<file path="src/rtl/input_buffer_rc.sv">
// Router input buffer: circular flit FIFO with a per-packet route-computation FSM.
// The head flit's destination goes out to route computation and the returned port is held for the whole packet.
package input_buffer_rc_pkg;
  typedef enum logic [1:0] {HEAD, BODY, TAIL, HEADTAIL} flit_label_t;
  typedef enum logic [2:0] {LOCAL, NORTH, SOUTH, EAST, WEST} port_t;

  typedef struct packed {
    flit_label_t flit_label;
    logic [3:0]  x_dest;
    logic [3:0]  y_dest;
    logic [15:0] payload;
  } flit_t;
endpackage

module input_buffer_rc
  import input_buffer_rc_pkg::*;
#(
  parameter int unsigned BUFFER_SIZE      = 8,
  parameter int unsigned DEST_ADDR_SIZE_X = 4,
  parameter int unsigned DEST_ADDR_SIZE_Y = 4
) (
  input  logic                        clk,
  input  logic                        rst,
  input  flit_t                       data_i,
  input  logic                        valid_i,
  output logic                        ready_o,
  output logic [DEST_ADDR_SIZE_X-1:0] x_dest_o,
  output logic [DEST_ADDR_SIZE_Y-1:0] y_dest_o,
  input  port_t                       out_port_i,
  output port_t                       out_port_o,
  output logic                        route_valid_o,
  output flit_t                       data_o,
  output logic                        valid_o,
  input  logic                        read_i,
  output logic                        error_o
);

  localparam int unsigned PTR_W = $clog2(BUFFER_SIZE);
  localparam logic [PTR_W-1:0] PTR_ONE = PTR_W'(1);
  localparam logic [PTR_W:0]   CNT_ONE = (PTR_W + 1)'(1);
  localparam logic [PTR_W:0]   CNT_MAX = (PTR_W + 1)'(BUFFER_SIZE);

  typedef enum logic {IDLE, ACTIVE} state_t;

  state_t           state, state_next;
  flit_t            mem [BUFFER_SIZE];
  logic [PTR_W-1:0] rd_ptr, wr_ptr;
  logic [PTR_W:0]   count;
  logic             full, empty, write_en, pop, latch_route, error_next;
  flit_t            front;

  assign full          = (count == CNT_MAX);
  assign empty         = (count == '0);
  assign ready_o       = !full;
  assign write_en      = valid_i && !full;
  assign front         = mem[rd_ptr];
  assign data_o        = front;
  assign x_dest_o      = DEST_ADDR_SIZE_X'(front.x_dest);
  assign y_dest_o      = DEST_ADDR_SIZE_Y'(front.y_dest);
  assign route_valid_o = (state == ACTIVE);
  assign valid_o       = (state == ACTIVE) && !empty;

  // Storage is not reset; only pointers and count define what is buffered.
  always_ff @(posedge clk) begin
    if (write_en) begin
      mem[wr_ptr] <= data_i;
    end
  end

  always_comb begin
    state_next  = state;
    pop         = 1'b0;
    latch_route = 1'b0;
    error_next  = 1'b0;
    case (state)
      IDLE: begin
        if (!empty) begin
          if (front.flit_label inside {HEAD, HEADTAIL}) begin
            latch_route = 1'b1;
            state_next  = ACTIVE;
          end else begin
            pop        = 1'b1;
            error_next = 1'b1;
          end
        end
      end
      ACTIVE: begin
        if (read_i && !empty) begin
          pop = 1'b1;
          if (front.flit_label inside {TAIL, HEADTAIL}) begin
            state_next = IDLE;
          end
        end
      end
      default: state_next = IDLE;
    endcase
  end

  always_ff @(posedge clk or posedge rst) begin
    if (rst) begin
      state      <= IDLE;
      rd_ptr     <= '0;
      wr_ptr     <= '0;
      count      <= '0;
      out_port_o <= LOCAL;
      error_o    <= 1'b0;
    end else begin
      state   <= state_next;
      error_o <= error_next;
      if (latch_route) begin
        out_port_o <= out_port_i;
      end
      if (write_en) begin
        wr_ptr <= wr_ptr + PTR_ONE;
      end
      if (pop) begin
        rd_ptr <= rd_ptr + PTR_ONE;
      end
      case ({write_en, pop})
        2'b10:   count <= count + CNT_ONE;
        2'b01:   count <= count - CNT_ONE;
        default: count <= count;
      endcase
    end
  end

endmodule

</file>
<file path="config.mk">
export PLATFORM = sky130hd
export DESIGN_NAME = input_buffer_rc
export DESIGN_NICKNAME = d
export VERILOG_FILES = /design/src/rtl/input_buffer_rc.sv
export SDC_FILE = /design/constraint.sdc
export NUM_CORES = 1
export LEC_CHECK = 0
export ABC_AREA = 1
export BUFFER_PORTS_ARGS = -buffer_cell sky130_fd_sc_hd__buf_4
export CELL_PAD_IN_SITES_DETAIL_PLACEMENT = 2
export CELL_PAD_IN_SITES_GLOBAL_PLACEMENT = 2
export CORE_ASPECT_RATIO = 0.9
export CORE_MARGIN = 5
export CORE_UTILIZATION = 46
export CTS_BUF_LIST = sky130_fd_sc_hd__clkbuf_4 sky130_fd_sc_hd__clkbuf_8
export DETAILED_ROUTE_END_ITERATION = 12
export PLACE_DENSITY_LB_ADDON = 0.1
export SETUP_SLACK_MARGIN = 0.1
export SLEW_MARGIN = 20
export SYNTH_ARGS = -nofsm -noshare
export SYNTH_HDL_FRONTEND = slang
export SYNTH_SLANG_ARGS = --single-unit
</file>
<file path="constraint.sdc">
create_clock -name clk -period 7.2 [get_ports clk]
set_input_delay 0.36 -clock clk [delete_from_list [all_inputs] [get_ports clk]]
set_output_delay 0.36 -clock clk [all_outputs]
set_load 0.02 [all_outputs]
</file>
* Word level (Yosys, flattened, before mapping)
Memories as Yosys holds them, arrays and structs flattened. Cells that the tools add are included.
Operators by class: bitwise logic cells 1, multiplexer cells 14, eq/ne operators 5, add/sub/neg operators 4, reductions and logical operators 10
Operators by type and width (count):
- 1-bit 2-to-1 mux | 11
- 4-bit case mux with 2 select lines | 1
- 3-bit by 1-bit adder with 3-bit output, second input constant | 2
- 2-bit == test, second input constant | 3
- 2-bit nonzero test | 3
- 4-bit by 1-bit adder with 4-bit output, second input constant | 1
- 4-bit == test, second input constant | 1
- 4-bit logical NOT | 1
- 1-bit case mux with 2 select lines | 2
- 4-bit by 1-bit subtractor with 4-bit output, second input constant | 1
- 1-bit logical AND | 3
- 2-bit by 1-bit == test with 1-bit output, second input constant | 1
- 1-bit logical NOT | 2
- 2-bit logical NOT | 1
- 1-bit NOT | 1
Storage, ports and cells: output and inout port bits 41, register bits after elaboration 15, logic and storage cells 41, input bits 33, RAM bits 208, memories 1
Memory list:
- mem | depth 8, bits a word 26, read ports 1, clocked after Yosys merged registers in 0, wr ports 1, RTL line 46 | flit_t mem [BUFFER_SIZE];

* Depth between registers and ports, before layout
An unclocked memory read counts as a cell.
depth after elaboration 8, gate-level depth with buffers 20

* Worst setup path after synthesis
Ideal clock, no wire load.
path type flip-flop to flip-flop, start register rd_ptr[1], end register count[2], period minus slack after synthesis 2.895 ns, setup slack 4.305 ns, stages on the path, launching flop included 19, library setup time 0.129 ns, arrival 2.766 ns, data required time 7.071 ns, cell sequence dfrtp_1 > buf_4 > clkinv_2 > clkbuf_1 > o21ai_1 > o22ai_1 > nand2_1 > nand2_1 > ha_1 > nand3b_1 > o21ai_4 > ha_1 > nand2_1 > inv_1 > nor2_1 > ha_1 > a21oi_1 > xor2_1 > o21ai_0
RTL lines:
- start, declared | RTL line 47 | logic [PTR_W-1:0] rd_ptr, wr_ptr;
- start signal, assigned | RTL line 117 | rd_ptr <= rd_ptr + PTR_ONE;
- end signal, assigned | RTL line 120 | 2'b10: count <= count + CNT_ONE;
- end signal, assigned | RTL line 121 | 2'b01: count <= count - CNT_ONE;
- end signal, assigned | RTL line 122 | default: count <= count;
- end, declared | RTL line 48 | logic [PTR_W:0] count;

* Worst setup path in the final report
start register rd_ptr[1], end register count[2]
On the way: cells in the longest elaborated chain, start to end 8
RTL lines:
- memory 8 x 26 bit *
- 2-bit == test / 2-bit logical NOT (equally long branches) | RTL line 78 | if (front.flit_label inside {HEAD, HEADTAIL}) begin
- 2-bit nonzero test * | RTL line 78
- 1-bit 2-to-1 mux * | RTL line 78
- 1-bit 2-to-1 mux * | RTL line 77 | if (!empty) begin
- 1-bit case mux with 2 select lines * | RTL line 75 | case (state)
- named net pop | RTL line 49 | logic full, empty, write_en, pop, latch_route, error_next;
- 2-bit by 1-bit == test with 1-bit output / 2-bit == test (equally long branches) | RTL line 119 | case ({write_en, pop})
- 4-bit case mux with 2 select lines / 2-bit nonzero test (equally long branches)
The timed path passes the listed nets; every way through them passes the cells marked *. A chain may end at the register's enable or synchronous reset.

==> qor.yml <==
status: "finished clean"
place_congestion: 0.7600
async_reset_ff_share_pct: 6.726
antenna_found_initial: 0
routed_via_density: 5.723
hold_path.class: "input pin to flip-flop"
reg2regPathDepth: 17
nets: 816
root_buffer: "clkbuf_8"
r2r-end: "count[2]"
drive_above_1_share_pct: 18.95
cts_tree: "built"
hold_viol_final: 0
yosysSeqAreaShare_pct: 74.22
cts_made_buffers: 37
worst_ep_required_time_ps: 7590
ys_top_cells_by_count: "edfxtp_1, nor2_1, nand2_1"
diodes: 0
synthFlopType: "edfxtp_1"
drc_errors: 0
worstSkewPairLatency_ps: 530
placed_area_sq_mm: 0.009608
fin_crit_ps: 4222
syn_area_sq_mm: 0.008921
pre_cts_slack_ps: 3017
finalClockSkew_ps: 20.51
core_area_sq_mm: 0.01910
path_class: "flip-flop to flip-flop"
cts_sinks: 223
yosys.area.top_type: "edfxtp_1"
r2r_start: "rd_ptr[1]"
worst_setup_path_end_kind: "flip-flop"
h-tree-depth: 2
area_growth_pct: 16.02
post_cts_buffers: 0
die_x_um: 156.8
start_kind: "flip-flop"
grt_use_total_pct: 24.74
p_per_area_mw_per_mm2: 475.3
post-synth-top-count-cell: "edfxtp_1"
regArea_sq_mm: 0.006623
instances_no_fill: 1052
cp.arrival_ps: 4610
yosys.area.top_type_share_pct: 70.01
grt_pass1_vias: 6887
port_buffers: 73
synth_enable_flop_cells: 208
rows: 48
dr.pass1.iters: 4
synthTopCellsByArea: "edfxtp_1, o21ai_0, nor2_1"
hpwl_um: 14870
worst_pin_slew_ps: 1135
num_vias: 6021
worst_slack_ps: 2978
dieArea_sq_mm: 0.02228
io-pin-count: 74
grt_max_degree: 83
min_from: "data_i[16]"
holdPathStages: 1
crit_fanout: 55
synthesis.instances: 703
start_util_pct: 46.71
ys_ff_latch: 223
stdcell_area_sq_mm: 0.01035
synth_nets: 743
cts_hold_buf: 1
r2r_slack_ps: 2980
drt_wl_total_um: 27110
die_h_um: 142.1
multiInputGateArea_sq_mm: 0.002011
slew_viol_final: 0
ir_worst_vdd_v: 0.0002349
fillers: 1797
final.setup.tns_ps: 0
slew_headroom_pct: 24.14
drtAntennaViolNets: 0
maxCapViolCount: 0
syn_area_per_cell_sq_um: 12.69
grt_pass1_wl_um: 41310
yosys_warnings: 0
wire_per_inst_um: 25.77
drtIter0Drc: 430
clockBufferDepth: 3
finalSetupViolCount: 0
cts_resized: 0
grt_overflow: 0
rsz0062_at_grt: "false"
placed_cells: 986
p_leak_nw: 3.745
ys_types: 24
path_clk_slew_ps: 70
fin_crit_sh_pct: 58.63
fmax_ghz: 0.2369
holdPathEnd: "mem[6][16]"
[cell usage in the layout, fill, tap and decap left out, types with 2 or more instances in the layout]
cell type,n
clkinv_1,7
xnor2_1,2
o21ai_1,18
dfrtp_1,14
nand3_1,6
clkinv_2,2
ha_1,7
a21oi_1,2
o21ai_0,97
clkbuf_8,43
buf_4,79
nand2_1,108
inv_2,2
edfxtp_1,208
inv_1,14
clkbuf_4,14
o22ai_1,51
nor2_4,8
nor2_1,110
xor2_1,3
[state kept, by name, summed over array words and instances (netlist names)]
signal	flops
rd_ptr	3
route_valid_o	1
count	4
error_o	1
out_port_o	3
mem	208
wr_ptr	3
[layout make-up]
type	count	share of cell area, %
clock inverter	8	0.3385
inverter	18	0.6649
tap	250	3.022
sequential	223	63.99
clock buffer	57	6.734
multi-input combinational	416	19.43
timing repair buffer	80	5.827
[kinds of logic after synthesis]
| logic type | after synthesis | synth area share [%] |
|---|---|---|
| fa+ha+maj | 7 | 0.9817 |
| simple gates | 235 | 10.07 |
| flops | 223 | 74.22 |
| buf+inv | 64 | 3.913 |
| compound gates | 169 | 10.32 |
| xor+xnor | 5 | 0.4910 |
[critical path, stage by stage (launching register included)]
cell	delay, ps
dfrtp_1	330
buf_4	490
clkinv_2	840
o21ai_1	300
o22ai_1	120
nand2_1	90
nand2_1	100
ha_1	320
nand3b_1	230
o21ai_4	150
ha_1	290
nand2_1	80
inv_1	70
nor2_1	60
ha_1	180
a21oi_1	150
xor2_1	150
o21ai_0	100
[report_power, final]
| part | internal (W) | total, W | leakage [nW] | switching (W) |
|---|---|---|---|---|
| Clock | 0.000614 | 0.00112 | 0.387 | 0.000509 |
| Combinational | 0.000623 | 0.00204 | 1.29 | 0.00141 |
| Sequential | 0.00165 | 0.00176 | 2.07 | 0.000110 |
| Total | 0.00289 | 0.00492 | 3.74 | 0.00203 |
[metal layers]
layer | up-vias | part of all wire, % | track usage, %
li1 | 2669 | - | -
met1 | 3108 | 40 | 30.68
met2 | 179 | 53 | 44.20
met3 | 65 | 4.2 | 3.801
met4 | 0 | 3.1 | 8.813
met5 | - | 0 | 0
[worst max path at each step]
stage / startpoint / cells after the start / endpoint
floorplan: rd_ptr[1] / 18 / count[2]
global placement: rd_ptr[1] / 16 / count[2]
detailed placement: rd_ptr[1] / 17 / count[2]
CTS: rd_ptr[1] / 17 / count[2]
global route: rd_ptr[1] / 17 / count[2]
finish: rd_ptr[1] / 17 / count[2]
[per-stage QoR]
stage          power, W  util (%)  hold WS [ps]
6_report       0.004919     54.19         62.24
5_1_grt        0.005195     54.19         53.26
4_1_cts        0.004965     54.19         39.68
3_5_place_dp   0.003791     50.31         483.9
3_3_place_gp   0.003621     50.31         466.1
2_1_floorplan  0.003059         -         261.5
No activity file was read; power rests on OpenSTA's default activity.
